[config.mk]
export PLATFORM = sky130hd
export DESIGN_NAME = transpose_tile_ctrl
export DESIGN_NICKNAME = d
export VERILOG_FILES = /design/src/rtl/transpose_tile_ctrl.sv
export SDC_FILE = /design/constraint.sdc
export NUM_CORES = 1
export LEC_CHECK = 0
export CORE_ASPECT_RATIO = 0.8
export CORE_MARGIN = 1.5
export CORE_UTILIZATION = 48
export DETAILED_ROUTE_END_ITERATION = 16
export PLACE_DENSITY_LB_ADDON = 0.2
export REMOVE_ABC_BUFFERS = 1
export SLEW_MARGIN = 10
export SYNTH_ARGS = -nofsm -noshare
export SYNTH_HDL_FRONTEND = slang
export SYNTH_SLANG_ARGS = --single-unit
[constraint.sdc]
create_clock -name clk -period 3.6 [get_ports clk]
set_input_delay 0.36 -clock clk [delete_from_list [all_inputs] [get_ports clk]]
set_output_delay 0.36 -clock clk [all_outputs]
set_load 0.01 [all_outputs]
[src/rtl/transpose_tile_ctrl.sv]
// rtl/transpose_tile_ctrl.sv - single-bank SRAM sequencer that transposes a DIM x DIM tile
// Fills the bank row-major from the input stream, then drains it column-major through a 2-entry buffer.
module transpose_tile_ctrl #(
  parameter int DIM       = 8,
  parameter int Data_W    = 16,
  parameter int ADDR_W    = 12,
  parameter int BASE_ADDR = 0
) (
  input  logic              clk,
  input  logic              rst_n,
  input  logic              in_valid,
  output logic              in_ready,
  input  logic [Data_W-1:0] in_data,
  output logic              out_valid,
  input  logic              out_ready,
  output logic [Data_W-1:0] out_data,
  output logic              out_last,
  output logic              busy,
  output logic              sram_cs,
  output logic              sram_we,
  output logic [ADDR_W-1:0] sram_addr,
  output logic [Data_W-1:0] sram_wdata,
  input  logic [Data_W-1:0] sram_rdata
);

  localparam int CW = (DIM > 1) ? $clog2(DIM) : 1;
  localparam logic [CW-1:0]     LAST   = CW'(DIM - 1);
  localparam logic [ADDR_W-1:0] DIM_A  = ADDR_W'(DIM);
  localparam logic [ADDR_W-1:0] BASE_A = ADDR_W'(BASE_ADDR);

  typedef enum logic [1:0] {IDLE, FILL, DRAIN} state_t;
  state_t state, state_nxt;

  logic [CW-1:0]     r, c;
  logic              rd_done, inflight, inflight_last;
  logic [Data_W-1:0] buf_data [2];
  logic [1:0]        buf_last;
  logic              rd_ptr, wr_ptr;
  logic [1:0]        count;
  logic [2:0]        occ;
  logic              in_hs, out_hs, issue, at_last;
  logic [ADDR_W-1:0] tile_addr;

  assign in_ready  = (state != DRAIN);
  assign busy      = (state != IDLE);
  assign in_hs     = in_valid & in_ready;
  assign out_valid = (count != 2'd0);
  assign out_data  = buf_data[rd_ptr];
  assign out_last  = out_valid & buf_last[rd_ptr];
  assign out_hs    = out_valid & out_ready;
  assign at_last   = (r == LAST) && (c == LAST);
  assign tile_addr = BASE_A + ADDR_W'(r) * DIM_A + ADDR_W'(c);

  // A pop in the same cycle frees its slot, which keeps the drain at one element per cycle.
  assign occ   = 3'(count) + 3'(inflight) - 3'(out_hs);
  assign issue = (state == DRAIN) && !rd_done && (occ < 3'd2);

  always_ff @(posedge clk or negedge rst_n) begin
    if (!rst_n) state <= IDLE;
    else        state <= state_nxt;
  end

  always_comb begin
    state_nxt = state;
    case (state)
      IDLE:    if (in_hs) state_nxt = FILL;
      FILL:    if (in_hs && at_last) state_nxt = DRAIN;
      DRAIN:   if (out_hs && out_last) state_nxt = IDLE;
      default: state_nxt = IDLE;
    endcase
  end

  always_comb begin
    sram_cs    = 1'b0;
    sram_we    = 1'b0;
    sram_addr  = '0;
    sram_wdata = '0;
    if (in_hs) begin
      sram_cs    = 1'b1;
      sram_we    = 1'b1;
      sram_addr  = tile_addr;
      sram_wdata = in_data;
    end else if (issue) begin
      sram_cs   = 1'b1;
      sram_addr = tile_addr;
    end
  end

  // Both walks end on (LAST, LAST) and wrap back to (0, 0), ready for the next phase.
  always_ff @(posedge clk or negedge rst_n) begin
    if (!rst_n) begin
      r <= '0;
      c <= '0;
    end else if (in_hs) begin
      if (c == LAST) begin
        c <= '0;
        r <= (r == LAST) ? '0 : r + CW'(1);
      end else begin
        c <= c + CW'(1);
      end
    end else if (issue) begin
      if (r == LAST) begin
        r <= '0;
        c <= (c == LAST) ? '0 : c + CW'(1);
      end else begin
        r <= r + CW'(1);
      end
    end
  end

  always_ff @(posedge clk or negedge rst_n) begin
    if (!rst_n) begin
      rd_done       <= 1'b0;
      inflight      <= 1'b0;
      inflight_last <= 1'b0;
    end else begin
      inflight      <= issue;
      inflight_last <= issue && at_last;
      if (state != DRAIN)        rd_done <= 1'b0;
      else if (issue && at_last) rd_done <= 1'b1;
    end
  end

  always_ff @(posedge clk or negedge rst_n) begin
    if (!rst_n) begin
      buf_data[0] <= '0;
      buf_data[1] <= '0;
      buf_last    <= '0;
      rd_ptr      <= 1'b0;
      wr_ptr      <= 1'b0;
      count       <= 2'd0;
    end else begin
      if (inflight) begin
        buf_data[wr_ptr] <= sram_rdata;
        buf_last[wr_ptr] <= inflight_last;
        wr_ptr           <= ~wr_ptr;
      end
      if (out_hs) rd_ptr <= ~rd_ptr;
      case ({inflight, out_hs})
        2'b10:   count <= count + 2'd1;
        2'b01:   count <= count - 2'd1;
        default: count <= count;
      endcase
    end
  end

endmodule
==> report_table.html, run 1 <==
<table>
<tr><th>Metric</th><th>Value</th></tr>
<tr><th colspan="2">Route</th></tr>
<tr><td>Sum of routed wire length over all layers</td><td>4903 um</td></tr>
<tr><td>Topmost layer with routed signal wires</td><td>met4</td></tr>
<tr><td>Length of routed wiring on met1</td><td>2426 um</td></tr>
<tr><td>Total iterations of the first detailed-routing run</td><td>4</td></tr>
<tr><td>Number of remaining DRC errors</td><td>0</td></tr>
<tr><td>Remaining antenna violation count</td><td>0</td></tr>
<tr><td>WL met2</td><td>2174 um</td></tr>
<tr><td>Average wire length per cell after detail routing</td><td>14.77 um</td></tr>
<tr><td>Detailed Route Iter0 Violations</td><td>76</td></tr>
<tr><td>Via count</td><td>1,667</td></tr>
<tr><td>Met3 routed WL</td><td>230 um</td></tr>
<tr><td>Per-cell via count in the routed design</td><td>5.021</td></tr>
<tr><th colspan="2">Timing</th></tr>
<tr><td>Summed negative setup slack over all endpoints</td><td>0 ps</td></tr>
<tr><td>Setup repair after global routing missed its margin</td><td>false</td></tr>
<tr><td>Maximum clock rate</td><td>0.2911 GHz</td></tr>
<tr><td>Max-slew violations</td><td>0</td></tr>
<tr><td>Max-slew headroom</td><td>29.96%</td></tr>
<tr><td>Post-layout min period</td><td>3435 ps</td></tr>
<tr><td>Final worst clock skew</td><td>7.556 ps</td></tr>
<tr><td>Final period utilization</td><td>95.42%</td></tr>
<tr><td>Worst slew pin tran</td><td>1051 ps</td></tr>
<tr><td>Final count of hold timing violations</td><td>0</td></tr>
<tr><td>Setup violations, final</td><td>0</td></tr>
<tr><th colspan="2">Yosys</th></tr>
<tr><td>Synth warnings</td><td>0</td></tr>
<tr><td>Synthesized-area fraction occupied by and/or/nand/nor cells</td><td>11.20%</td></tr>
<tr><td>Fraction of synthesis flops using an asynchronous set or reset pin</td><td>100.0%</td></tr>
<tr><td>Largest family of logic cells by synthesized area</td><td>multiplexers</td></tr>
<tr><td>Proportion of synthesized chip area in sequential cells</td><td>50.10%</td></tr>
<tr><td>Area share of fa/ha/maj cells after synthesis</td><td>2.863%</td></tr>
<tr><td>Synthesized netlist cell count</td><td>191</td></tr>
<tr><td>Count of cell types in the netlist</td><td>30</td></tr>
<tr><td>Compound-Gate Fraction of Synth Area</td><td>2.863%</td></tr>
<tr><td>Mapped Area</td><td>2447 um2</td></tr>
<tr><td>XOR/XNOR Fraction of Synth Area</td><td>1.431%</td></tr>
<tr><td>Fraction of synthesized area in multiplexers</td><td>26.99%</td></tr>
<tr><td>Top flip-flop cell by instance count after synthesis</td><td>dfrtp_1</td></tr>
<tr><td>Mean instance size in the synthesized netlist</td><td>12.81 um2</td></tr>
<tr><td>Number of register bits inferred by synthesis</td><td>49</td></tr>
<tr><td>Number of enable flip-flop cells after synthesis</td><td>0</td></tr>
<tr><th colspan="2">Setup path</th></tr>
<tr><td>Largest fanout on the critical path</td><td>7</td></tr>
<tr><td>Depth of the worst register-to-register path</td><td>6</td></tr>
<tr><td>Arrival time worst endpoint</td><td>3080 ps</td></tr>
<tr><td>CP Capture Type</td><td>output port</td></tr>
<tr><td>Type of the setup path with the least slack</td><td>input pin to output port</td></tr>
<tr><td>Data required time at the worst endpoint</td><td>3240 ps</td></tr>
<tr><td>Startpoint class of the critical path</td><td>input pin</td></tr>
<tr><th colspan="2">Clock tree</th></tr>
<tr><td>Post-CTS clock slew at the launch and capture registers of the worst setup and hold paths</td><td>80 ps</td></tr>
<tr><td>Clock sink total</td><td>49</td></tr>
<tr><td>Number of hold buffers added after cts</td><td>0</td></tr>
<tr><td>Buffer levels on the longest clock path</td><td>2</td></tr>
<tr><td>Clock H-tree levels</td><td>2</td></tr>
<tr><td>Number of buffers inserted by post-CTS setup repair</td><td>0</td></tr>
<tr><td>Clock latency on the worst-skew pair</td><td>310 ps</td></tr>
<tr><td>Number of buffers inserted during clock tree synthesis</td><td>5</td></tr>
<tr><td>Cells resized by post-CTS repair</td><td>0</td></tr>
<tr><td>Clock tree from TritonCTS</td><td>done</td></tr>
<tr><td>CTS Root Cell</td><td>clkbuf_8</td></tr>
<tr><th colspan="2">Power</th></tr>
<tr><td>Static power due to leakage</td><td>1.525 nW</td></tr>
<tr><td>P per Cell Area</td><td>412.5 nW/um2</td></tr>
<tr><td>Post-route total power</td><td>1.387 mW</td></tr>
<tr><td>VDD IR-drop max</td><td>0.3347 mV</td></tr>
<tr><th colspan="2">Placement</th></tr>
<tr><td>DP HPWL</td><td>3577 um</td></tr>
<tr><td>Number of I/O port buffers</td><td>79</td></tr>
<tr><td>Final RePlAce weighted congestion</td><td>0.7093</td></tr>
<tr><th colspan="2">Floorplan</th></tr>
<tr><td>Area inside the core boundary</td><td>4950 um2</td></tr>
<tr><td>Die outline area</td><td>5538 um2</td></tr>
<tr><td>Overall die width</td><td>82.83 um</td></tr>
<tr><td>Boundary Pins</td><td>86</td></tr>
<tr><td>Initial standard-cell utilization of the core</td><td>49.44%</td></tr>
<tr><td>Row count</td><td>23</td></tr>
<tr><td>Die extent in y</td><td>66.87 um</td></tr>
<tr><th colspan="2">Run status</th></tr>
<tr><td>Result of the run</td><td>finished, final reports clean</td></tr>
<tr><th colspan="2">Global routing</th></tr>
<tr><td>Number of antenna violations at the first check in global routing</td><td>0</td></tr>
<tr><td>First-pass GRT wire length</td><td>8162 um</td></tr>
<tr><td>Vias in the first global route</td><td>1,668</td></tr>
<tr><td>Global-route usage over all layers</td><td>19.02%</td></tr>
<tr><td>Overflow after GRT</td><td>0</td></tr>
<tr><td>Largest net degree at the start of global routing</td><td>50</td></tr>
<tr><th colspan="2">Final layout</th></tr>
<tr><td>Number of nets at the end of the flow</td><td>310</td></tr>
<tr><td>Leading cell types in the layout, fill and taps excluded</td><td>clkdlybuf4s50_1 (78), mux2_2 (56), dfrtp_1 (49)</td></tr>
<tr><td>Total of fill cells in the finished design</td><td>358</td></tr>
<tr><td>Fraction of final layout cells with drive strength greater than 1</td><td>29.63%</td></tr>
<tr><td>Final Util</td><td>67.95%</td></tr>
<tr><td>Antenna diode instance count</td><td>0</td></tr>
<tr><td>Area overhead of the layout relative to synthesis</td><td>37.42%</td></tr>
<tr><td>Most common cell after layout, fill and taps aside</td><td>clkdlybuf4s50_1</td></tr>
<tr><th colspan="2">Min path</th></tr>
<tr><td>Min-Delay Path Class</td><td>input pin to async pin</td></tr>
<tr><th colspan="2">Run</th></tr>
<tr><td>Count of maximum capacitance violations</td><td>0</td></tr>
</table>
critical path: stages:
cell             delay, ps
clkdlybuf4s50_1        540
and3b_2                250
o21ai_0                120
fa_1                   390
xnor2_1                360
a22oi_1                140
buf_4                  180
and2b_2                210
clkdlybuf4s50_1        530
cells in the mapped netlist, drive strengths merged (3+ instances only):
cell / count / area, um2
buf: 12 / 77.57
and2b: 6 / 52.55
inv: 4 / 15.01
nor2: 9 / 33.78
ha: 4 / 50.05
mux2i: 3 / 30.03
xnor2: 3 / 26.28
mux2: 56 / 630.6
nand2: 4 / 15.01
clkbuf: 4 / 15.01
dfrtp: 49 / 1226
and3: 16 / 100.1
power by group:
part	switching (mW)	internal, mW
combinational	0.130	0.242
sequential	0.0525	0.609
clock	0.180	0.174
layer usage:
| metal | vias to the layer above | track usage, % |
|---|---|---|
| li1 | 809 | - |
| met1 | 811 | 27.21 |
| met2 | 39 | 28.25 |
| met3 | 8 | 4.585 |
| met4 | 0 | 6.875 |
| met5 | - | 0 |
cells by family (layout without fill, tap and decap cells):
kind of cell	Yosys count	in the layout
AND/OR/NAND/NOR	45	45
multiplexers	59	59
flip-flops	49	49
XOR/XNOR	4	4
other	1	6
buffers and inverters	20	94
AO/OA/AOI/OAI	8	8
adder cells (fa/ha/maj)	5	5
sequential cells by signal (all words and copies together), names as in the netlist:
| register | cells |
|---|---|
| inflight_last | 1 |
| buf_last | 2 |
| count | 2 |
| rd_ptr | 1 |
| buf_data | 32 |
| c | 3 |
| r | 3 |
| state | 2 |
| wr_ptr | 1 |
| inflight | 1 |
| rd_done | 1 |
final cells by class:
type                       instances  area [um2]  area share, %
sequential                        49        1226          36.46
multi-input combinational        127        1135          33.74
tap                               62       77.57          2.307
inverter                           4       15.01         0.4464
clock buffer                       7       96.34          2.865
timing repair buffer              82       808.3          24.03
clock inverter                     1       5.005         0.1488
per-stage QoR:
stage          hold slack [ps]  cells  setup WS [ps]  instance area [um2]
6_report                 237.6    332          165.0                 3363
5_1_grt                  325.4    332          10.72                 3363
4_1_cts                  270.5    332          156.2                 3363
3_5_place_dp             489.0    324          174.0                 3262
3_3_place_gp             481.8    324          222.6                 3262
2_1_floorplan            64.41    180           1111                 2374
final timing paths:
kind / slack, ps / start / end
setup / recovery: 160 / out_ready / sram_addr[3]
hold / removal: 240 / rst_n / buf_data[9]
setup reg to reg: 1150 / count[1] / c[2]
hold reg to reg: 510 / buf_data[10] / buf_data[10]
max in group asynchronous: 2720 / rst_n / buf_data[1]
min in group clk: 510 / buf_data[10] / buf_data[10]
Power figures use the tool's default switching activity.
==> run 2, diff against run 1 <==
CORE_UTILIZATION = 55   (was 48)
DONT_BUFFER_PORTS = 1   (was default)
GPL_ROUTABILITY_DRIVEN = 0   (was default)
==> report_table.html, run 2 (synthesis results as in run 1) <==
<table>
<tr><th>Metric</th><th>Value</th></tr>
<tr><th colspan="2">Setup path</th></tr>
<tr><td>CP startpoint</td><td>count[1] (was out_ready)</td></tr>
<tr><td>End of the worst register-to-register path</td><td>c[1] (was c[2])</td></tr>
<tr><td>Startpoint class of the critical path</td><td>flop (was input pin)</td></tr>
<tr><td>Reg2Reg Setup Slack</td><td>1110 ps (was 1150 ps)</td></tr>
<tr><td>Arrival time worst endpoint</td><td>2670 ps (was 3080 ps)</td></tr>
<tr><td>Depth of the worst register-to-register path</td><td>6 (unchanged)</td></tr>
<tr><td>CP Capture Type</td><td>output port (unchanged)</td></tr>
<tr><td>Data required time at the worst endpoint</td><td>3240 ps (about the same)</td></tr>
<tr><td>Worst Setup EP</td><td>sram_addr[4] (was sram_addr[3])</td></tr>
<tr><td>Worst reg2reg startpoint</td><td>count[1] (unchanged)</td></tr>
<tr><td>Largest fanout on the critical path</td><td>8 (was 7)</td></tr>
<tr><td>Type of the setup path with the least slack</td><td>flop to output port (was input pin to output port)</td></tr>
<tr><th colspan="2">Run</th></tr>
<tr><td>Count of maximum capacitance violations</td><td>0 (unchanged)</td></tr>
<tr><th colspan="2">Floorplan</th></tr>
<tr><td>Initial standard-cell utilization of the core</td><td>57.85% (was 49.44%)</td></tr>
<tr><td>Die extent in y</td><td>62.67 um (was 66.87 um)</td></tr>
<tr><td>Die outline area</td><td>4862 um2 (was 5538 um2)</td></tr>
<tr><td>Overall die width</td><td>77.58 um (was 82.83 um)</td></tr>
<tr><td>Area inside the core boundary</td><td>4230 um2 (was 4950 um2)</td></tr>
<tr><td>Boundary Pins</td><td>86 (unchanged)</td></tr>
<tr><td>Row count</td><td>21 (was 23)</td></tr>
<tr><th colspan="2">Timing</th></tr>
<tr><td>Final worst clock skew</td><td>4.441 ps (was 7.556 ps)</td></tr>
<tr><td>Worst slew pin tran</td><td>906.9 ps (was 1051 ps)</td></tr>
<tr><td>Summed negative setup slack over all endpoints</td><td>0 ps (unchanged)</td></tr>
<tr><td>Maximum clock rate</td><td>0.3297 GHz (was 0.2911 GHz)</td></tr>
<tr><td>Setup repair after global routing missed its margin</td><td>false (unchanged)</td></tr>
<tr><td>Final count of hold timing violations</td><td>0 (unchanged)</td></tr>
<tr><td>Post-layout min period</td><td>3033 ps (was 3435 ps)</td></tr>
<tr><td>Setup WS post-layout</td><td>567.3 ps (was 165.0 ps)</td></tr>
<tr><td>Setup violations, final</td><td>0 (unchanged)</td></tr>
<tr><td>Max-slew violations</td><td>0 (unchanged)</td></tr>
<tr><td>Max-slew headroom</td><td>39.26% (was 29.96%)</td></tr>
<tr><td>Final period utilization</td><td>84.24% (was 95.42%)</td></tr>
<tr><th colspan="2">Route</th></tr>
<tr><td>Total iterations of the first detailed-routing run</td><td>4 (unchanged)</td></tr>
<tr><td>Detailed Route Iter0 Violations</td><td>80 (was 76)</td></tr>
<tr><td>Per-cell via count in the routed design</td><td>5.648 (was 5.021)</td></tr>
<tr><td>Length of routed wiring on met1</td><td>1969 um (was 2426 um)</td></tr>
<tr><td>WL met2</td><td>2129 um (was 2174 um)</td></tr>
<tr><td>Via count</td><td>1,395 (was 1,667)</td></tr>
<tr><td>Average wire length per cell after detail routing</td><td>17.85 um (was 14.77 um)</td></tr>
<tr><td>Met3 routed WL</td><td>251 um (was 230 um)</td></tr>
<tr><td>Number of remaining DRC errors</td><td>0 (unchanged)</td></tr>
<tr><td>Sum of routed wire length over all layers</td><td>4410 um (was 4903 um)</td></tr>
<tr><td>Topmost layer with routed signal wires</td><td>met4 (unchanged)</td></tr>
<tr><td>Remaining antenna violation count</td><td>0 (unchanged)</td></tr>
<tr><th colspan="2">Global routing</th></tr>
<tr><td>Global-route usage over all layers</td><td>20.00% (was 19.02%)</td></tr>
<tr><td>Largest net degree at the start of global routing</td><td>50 (unchanged)</td></tr>
<tr><td>Overflow after GRT</td><td>0 (unchanged)</td></tr>
<tr><td>Vias in the first global route</td><td>1,462 (was 1,668)</td></tr>
<tr><td>First-pass GRT wire length</td><td>7396 um (was 8162 um)</td></tr>
<tr><td>Number of antenna violations at the first check in global routing</td><td>0 (unchanged)</td></tr>
<tr><th colspan="2">Run status</th></tr>
<tr><td>Result of the run</td><td>finished, final reports clean (unchanged)</td></tr>
<tr><th colspan="2">Power</th></tr>
<tr><td>VDD IR-drop max</td><td>0.3980 mV (was 0.3347 mV)</td></tr>
<tr><td>Static power due to leakage</td><td>1.235 nW (was 1.525 nW)</td></tr>
<tr><td>P per Cell Area</td><td>495.6 nW/um2 (was 412.5 nW/um2)</td></tr>
<tr><th colspan="2">Clock tree</th></tr>
<tr><td>Cells resized by post-CTS repair</td><td>0 (unchanged)</td></tr>
<tr><td>Number of buffers inserted during clock tree synthesis</td><td>5 (unchanged)</td></tr>
<tr><td>Clock tree from TritonCTS</td><td>done (unchanged)</td></tr>
<tr><td>Clock H-tree levels</td><td>2 (unchanged)</td></tr>
<tr><td>Clock latency on the worst-skew pair</td><td>290 ps (was 310 ps)</td></tr>
<tr><td>Clock sink total</td><td>49 (unchanged)</td></tr>
<tr><td>Buffer levels on the longest clock path</td><td>2 (unchanged)</td></tr>
<tr><td>Number of hold buffers added after cts</td><td>2 (was 0)</td></tr>
<tr><td>CTS Root Cell</td><td>clkbuf_8 (unchanged)</td></tr>
<tr><td>Number of buffers inserted by post-CTS setup repair</td><td>0 (unchanged)</td></tr>
<tr><td>Post-CTS clock slew at the launch and capture registers of the worst setup and hold paths</td><td>80 ps (about the same)</td></tr>
<tr><th colspan="2">Final layout</th></tr>
<tr><td>Fraction of final layout cells with drive strength greater than 1</td><td>40.00% (was 29.63%)</td></tr>
<tr><td>Total of fill cells in the finished design</td><td>353 (was 358)</td></tr>
<tr><td>Number of nets at the end of the flow</td><td>230 (was 310)</td></tr>
<tr><td>Largest register FFs</td><td>32 (unchanged)</td></tr>
<tr><td>Top Registers</td><td>buf_data x32, c x3, r x3 (unchanged)</td></tr>
<tr><td>Area overhead of the layout relative to synthesis</td><td>6.288% (was 37.42%)</td></tr>
<tr><td>Reg with most FFs</td><td>buf_data (unchanged)</td></tr>
<tr><td>Leading cell types in the layout, fill and taps excluded</td><td>mux2_2 (56), dfrtp_1 (49), and3_1 (16) (was clkdlybuf4s50_1 (78), mux2_2 (56), dfrtp_1 (49))</td></tr>
<tr><td>Antenna diode instance count</td><td>0 (unchanged)</td></tr>
<tr><td>Most common cell after layout, fill and taps aside</td><td>mux2_2 (was clkdlybuf4s50_1)</td></tr>
<tr><th colspan="2">Placement</th></tr>
<tr><td>Worst slack at placement</td><td>863.0 ps (was 174.0 ps)</td></tr>
<tr><td>Number of I/O port buffers</td><td>0 (was 79)</td></tr>
<tr><td>DP HPWL</td><td>3280 um (was 3577 um)</td></tr>
<tr><th colspan="2">Min path</th></tr>
<tr><td>Hold Path Cell Cnt</td><td>1</td></tr>
<tr><td>Min-Delay Path Class</td><td>input pin to flop (was input pin to async pin)</td></tr>
</table>
run 2: final cells by class:
cell class,count,area (um2),share of cell area [%]
clock inverters,1,30.03,1.154
well taps,57,71.32,2.742
multi-input cells,127,1135,43.63
inverters,4,15.01,0.5772
flip-flops and latches,49,1226,47.14
repair buffers,2,37.54,1.443
clock buffers,7,86.33,3.319
run 2: how the worst min path moves through the flow:
stage                  startpoint            to  slack [ps]
global placement            rst_n  buf_data[30]          70
floorplan                   rst_n   buf_data[0]          60
detailed placement          rst_n  buf_data[30]          70
global route        sram_rdata[7]  buf_data[23]         200
CTS                 sram_rdata[2]   buf_data[2]         200
finish              sram_rdata[2]   buf_data[2]         220
run 2: worst max-delay path, stage by stage (launching register included):
cell,delay [ps]
dfrtp_1,480
and3b_2,280
o21ai_0,210
fa_1,450
and4bb_2,280
a22oi_1,390
and2b_2,300
run 2: metrics by stage:
stage | util [%] | instance area (um2) | std cells | power [mW] | hold WS, ps
5_1_grt | 61.49 | 2601 | 247 | 1.369 | 195.4
3_3_place_gp | 57.85 | 2447 | 237 | 0.8786 | 65.25
3_5_place_dp | 57.85 | 2447 | 237 | 0.9033 | 65.04
4_1_cts | 61.49 | 2601 | 247 | 1.313 | 203.2
6_report | 61.49 | 2601 | 247 | 1.289 | 215.6
2_1_floorplan | - | 2374 | 180 | 0.8504 | 64.41
run 2: power breakdown:
group / switching (mW) / total [mW] / internal [mW]
clock: 0.162 / 0.388 / 0.226
combinational: 0.108 / 0.235 / 0.126
sequential: 0.0568 / 0.666 / 0.609
total: 0.327 / 1.29 / 0.962
run 2: layer usage:
layer	global-route usage [%]	vias up
met1	26.09	698
li1	-	649
met4	7.955	0
met3	4.818	6
met2	32.17	42
met5	0	-
==> run 3, diff against run 2 <==
clock period = 3.1 ns   (was 3.6 ns; I/O delays follow)
==> report_table.html, run 3 (synthesis results as in run 1) <==
<table>
<tr><th>Metric</th><th>Value</th></tr>
<tr><th colspan="2">Route</th></tr>
<tr><td>Remaining antenna violation count</td><td>0 (unchanged)</td></tr>
<tr><td>Per-cell via count in the routed design</td><td>5.870 (was 5.648)</td></tr>
<tr><td>Number of remaining DRC errors</td><td>0 (unchanged)</td></tr>
<tr><td>Total iterations of the first detailed-routing run</td><td>4 (unchanged)</td></tr>
<tr><td>Detailed Route Iter0 Violations</td><td>86 (was 80)</td></tr>
<tr><td>Average wire length per cell after detail routing</td><td>17.56 um (was 17.85 um)</td></tr>
<tr><td>Sum of routed wire length over all layers</td><td>4337 um (was 4410 um)</td></tr>
<tr><td>Via count</td><td>1,450 (was 1,395)</td></tr>
<tr><th colspan="2">Global routing</th></tr>
<tr><td>GRT met1 Usage</td><td>26.28% (was 26.09%)</td></tr>
<tr><td>Global Route met2 Usage</td><td>29.24% (was 32.17%)</td></tr>
<tr><td>Global-route usage over all layers</td><td>19.16% (was 20.00%)</td></tr>
<tr><td>First-pass GRT wire length</td><td>7224 um (was 7396 um)</td></tr>
<tr><td>Number of antenna violations at the first check in global routing</td><td>0 (unchanged)</td></tr>
<tr><td>Met3 track demand over resource in global routing</td><td>5.255% (was 4.818%)</td></tr>
<tr><td>Overflow after GRT</td><td>0 (unchanged)</td></tr>
<tr><td>Largest net degree at the start of global routing</td><td>50 (unchanged)</td></tr>
<tr><td>Highest-utilization routing layer at the global route stage</td><td>met2 (unchanged)</td></tr>
<tr><td>Vias in the first global route</td><td>1,466 (was 1,462)</td></tr>
<tr><th colspan="2">Timing</th></tr>
<tr><td>Max-slew violations</td><td>0 (unchanged)</td></tr>
<tr><td>Final worst clock skew</td><td>3.747 ps (was 4.441 ps)</td></tr>
<tr><td>Setup repair after global routing missed its margin</td><td>false (unchanged)</td></tr>
<tr><td>Post-layout min period</td><td>2905 ps</td></tr>
<tr><td>Max-slew headroom</td><td>42.05% (was 39.26%)</td></tr>
<tr><td>Final period utilization</td><td>93.69%</td></tr>
<tr><td>Setup violations, final</td><td>0 (unchanged)</td></tr>
<tr><td>Final count of hold timing violations</td><td>0 (unchanged)</td></tr>
<tr><td>Worst slew pin tran</td><td>865.4 ps (was 906.9 ps)</td></tr>
<tr><td>Maximum clock rate</td><td>0.3443 GHz</td></tr>
<tr><td>Summed negative setup slack over all endpoints</td><td>0 ps (unchanged)</td></tr>
<tr><th colspan="2">Setup path</th></tr>
<tr><td>CP Capture Type</td><td>output port (unchanged)</td></tr>
<tr><td>Arrival time worst endpoint</td><td>2590 ps (was 2670 ps)</td></tr>
<tr><td>Crit-path cells</td><td>and3b_2 -&gt; o21ai_0 -&gt; fa_1 -&gt; and4bb_2 -&gt; a22oi_2 -&gt; and2b_2 (was and3b_2 -&gt; o21ai_0 -&gt; fa_1 -&gt; and4bb_2 -&gt; a22oi_1 -&gt; and2b_2)</td></tr>
<tr><td>Total buffers and inverters traversed by the critical path</td><td>0 (unchanged)</td></tr>
<tr><td>Type of the setup path with the least slack</td><td>flop to output port (unchanged)</td></tr>
<tr><td>End of the worst register-to-register path</td><td>c[2] (was c[1])</td></tr>
<tr><td>Data required time at the worst endpoint</td><td>2790 ps (was 3240 ps)</td></tr>
<tr><td>Startpoint class of the critical path</td><td>flop (unchanged)</td></tr>
<tr><td>Worst reg2reg startpoint</td><td>count[1] (unchanged)</td></tr>
<tr><td>Largest stage delay on the critical path</td><td>480 ps (about the same)</td></tr>
<tr><td>Depth of the worst register-to-register path</td><td>6 (unchanged)</td></tr>
<tr><td>Kind of cell with the highest combined delay on the critical path</td><td>simple AND/OR/NAND/NOR gates (unchanged)</td></tr>
<tr><td>Reg2Reg Setup Slack</td><td>570 ps (was 1110 ps)</td></tr>
<tr><td>Slowest library cell on the worst path</td><td>dfrtp_1 (unchanged)</td></tr>
<tr><td>Largest fanout on the critical path</td><td>8 (unchanged)</td></tr>
<tr><th colspan="2">Placement</th></tr>
<tr><td>Cell area after placement</td><td>2455 um2 (was 2447 um2)</td></tr>
<tr><td>Number of I/O port buffers</td><td>0 (unchanged)</td></tr>
<tr><td>DP HPWL</td><td>3136 um (was 3280 um)</td></tr>
<tr><th colspan="2">Floorplan</th></tr>
<tr><td>Row count</td><td>21 (unchanged)</td></tr>
<tr><td>Area inside the core boundary</td><td>4230 um2 (unchanged)</td></tr>
<tr><td>Overall die width</td><td>77.58 um (unchanged)</td></tr>
<tr><td>Boundary Pins</td><td>86 (unchanged)</td></tr>
<tr><td>Die outline area</td><td>4862 um2 (unchanged)</td></tr>
<tr><td>Initial standard-cell utilization of the core</td><td>57.85% (unchanged)</td></tr>
<tr><td>Die extent in y</td><td>62.67 um (unchanged)</td></tr>
<tr><th colspan="2">Run status</th></tr>
<tr><td>Result of the run</td><td>finished, final reports clean (unchanged)</td></tr>
<tr><th colspan="2">Power</th></tr>
<tr><td>Fraction of power consumed by the clock network</td><td>25.8% (was 30.1%)</td></tr>
<tr><td>Static power due to leakage</td><td>1.226 nW (was 1.235 nW)</td></tr>
<tr><td>Sequential share of power</td><td>55.0% (was 51.7%)</td></tr>
<tr><td>Portion of total power attributed to combinational logic</td><td>19.2% (was 18.2%)</td></tr>
<tr><td>Internal power</td><td>1.031 mW (was 962.0 uW)</td></tr>
<tr><td>VDD IR-drop max</td><td>0.3756 mV (was 0.3980 mV)</td></tr>
<tr><td>Switching Power</td><td>371.0 uW (was 327.1 uW)</td></tr>
<tr><td>Share of total power consumed by net switching</td><td>26.46% (was 25.38%)</td></tr>
<tr><td>P per Cell Area</td><td>542.6 nW/um2 (was 495.6 nW/um2)</td></tr>
<tr><th colspan="2">Run</th></tr>
<tr><td>Count of maximum capacitance violations</td><td>0 (unchanged)</td></tr>
<tr><th colspan="2">Min path</th></tr>
<tr><td>Hold Path Cell Cnt</td><td>1 (unchanged)</td></tr>
<tr><td>Min-Delay Path Class</td><td>input pin to flop (unchanged)</td></tr>
<tr><td>Capture endpoint of the worst hold path</td><td>buf_data[15] (was buf_data[2])</td></tr>
<tr><td>Startpoint of the worst hold path</td><td>sram_rdata[15] (was sram_rdata[2])</td></tr>
<tr><th colspan="2">Final layout</th></tr>
<tr><td>Fraction of final layout cells with drive strength greater than 1</td><td>40.53% (was 40.00%)</td></tr>
<tr><td>Number of nets at the end of the flow</td><td>231 (was 230)</td></tr>
<tr><td>Finished layout cell area</td><td>2584 um2 (was 2601 um2)</td></tr>
<tr><td>Antenna diode instance count</td><td>0 (unchanged)</td></tr>
<tr><td>Most common cell after layout, fill and taps aside</td><td>mux2_2 (unchanged)</td></tr>
<tr><td>Largest register FFs</td><td>32 (unchanged)</td></tr>
<tr><td>Area overhead of the layout relative to synthesis</td><td>5.573% (was 6.288%)</td></tr>
<tr><td>Reg with most FFs</td><td>buf_data (unchanged)</td></tr>
<tr><td>Top Registers</td><td>buf_data x32, c x3, r x3 (unchanged)</td></tr>
<tr><td>Leading cell types in the layout, fill and taps excluded</td><td>mux2_2 (56), dfrtp_1 (49), and3_1 (16) (unchanged)</td></tr>
<tr><th colspan="2">Clock tree</th></tr>
<tr><td>Buffer levels on the longest clock path</td><td>2 (unchanged)</td></tr>
<tr><td>Number of buffers inserted during clock tree synthesis</td><td>5 (unchanged)</td></tr>
<tr><td>Clock latency on the worst-skew pair</td><td>290 ps (about the same)</td></tr>
<tr><td>Clock tree from TritonCTS</td><td>done (unchanged)</td></tr>
<tr><td>Clock H-tree levels</td><td>2 (unchanged)</td></tr>
<tr><td>Clock sink total</td><td>49 (unchanged)</td></tr>
<tr><td>Post-CTS clock slew at the launch and capture registers of the worst setup and hold paths</td><td>80 ps (about the same)</td></tr>
<tr><td>CTS Root Cell</td><td>clkbuf_8 (unchanged)</td></tr>
</table>
[run 3: area by class of cell]
cell class,count,area [um2]
Timing Repair Buffer,3,45.04
Sequential cell,49,1226
Fill cell,330,1647
Tap cell,57,71.32
Clock buffer,7,86.33
Multi-Input combinational cell,127,1140
Inverter,4,15.01
[run 3: timing repair]
item	in CTS	in global routing
hold buffers	2	0
buffers inserted	0	0
endpoints found under the setup margin	0	6
hold endpoints to repair	49	0
resized for setup	0	1
[run 3: per-stage QoR]
| stage | setup WS (ps) | utilization, % | hold slack (ps) | power [mW] | cells |
|---|---|---|---|---|---|
| 6_report | 195.5 | 61.08 | 168.3 | 1.402 | 247 |
| 5_1_grt | 32.45 | 61.08 | 147.4 | 1.484 | 247 |
| 4_1_cts | 50.42 | 60.96 | 159.0 | 1.421 | 247 |
| 3_5_place_dp | 364.5 | 58.03 | 15.00 | 1.040 | 238 |
| 3_3_place_gp | 493.4 | 58.03 | 15.24 | 1.021 | 238 |
| 2_1_floorplan | 660.9 | - | 14.41 | 0.9876 | 180 |
[run 3: power by group through the flow]
stage | sequential (mW) | combinational [mW] | clock (mW)
3_5_place_dp | 0.784 | 0.256 | 0
5_1_grt | 0.785 | 0.297 | 0.402
6_report | 0.771 | 0.269 | 0.362
4_1_cts | 0.772 | 0.275 | 0.375
2_1_floorplan | 0.763 | 0.225 | 0
3_3_place_gp | 0.777 | 0.244 | 0
[run 3: how the worst max path moves through the flow]
stage / from / end / cells after the start / slack (ps)
after floorplan: count[1] / sram_addr[0] / 6 / 660
after global placement: count[1] / sram_addr[4] / 6 / 490
after detailed placement: count[1] / sram_addr[2] / 6 / 360
after CTS: count[1] / sram_addr[2] / 6 / 50
after global routing: count[1] / sram_addr[2] / 6 / 30
final: count[1] / sram_addr[2] / 6 / 200
[run 3: worst reg2reg max path, cell delays in order (launching register included)]
cell	delay [ps]
dfrtp_1	480
and3b_2	290
o21ai_0	250
fa_1	460
and4bb_2	280
a32oi_2	290
mux2_2	370
[run 3: per-layer routing]
layer	wire, um	part of all wire, %	vias to the layer above
met5	0	0	-
met2	2026	47	46
met1	2046	47	739
met3	212	4.9	8
met4	52	1.2	0
li1	-	-	657
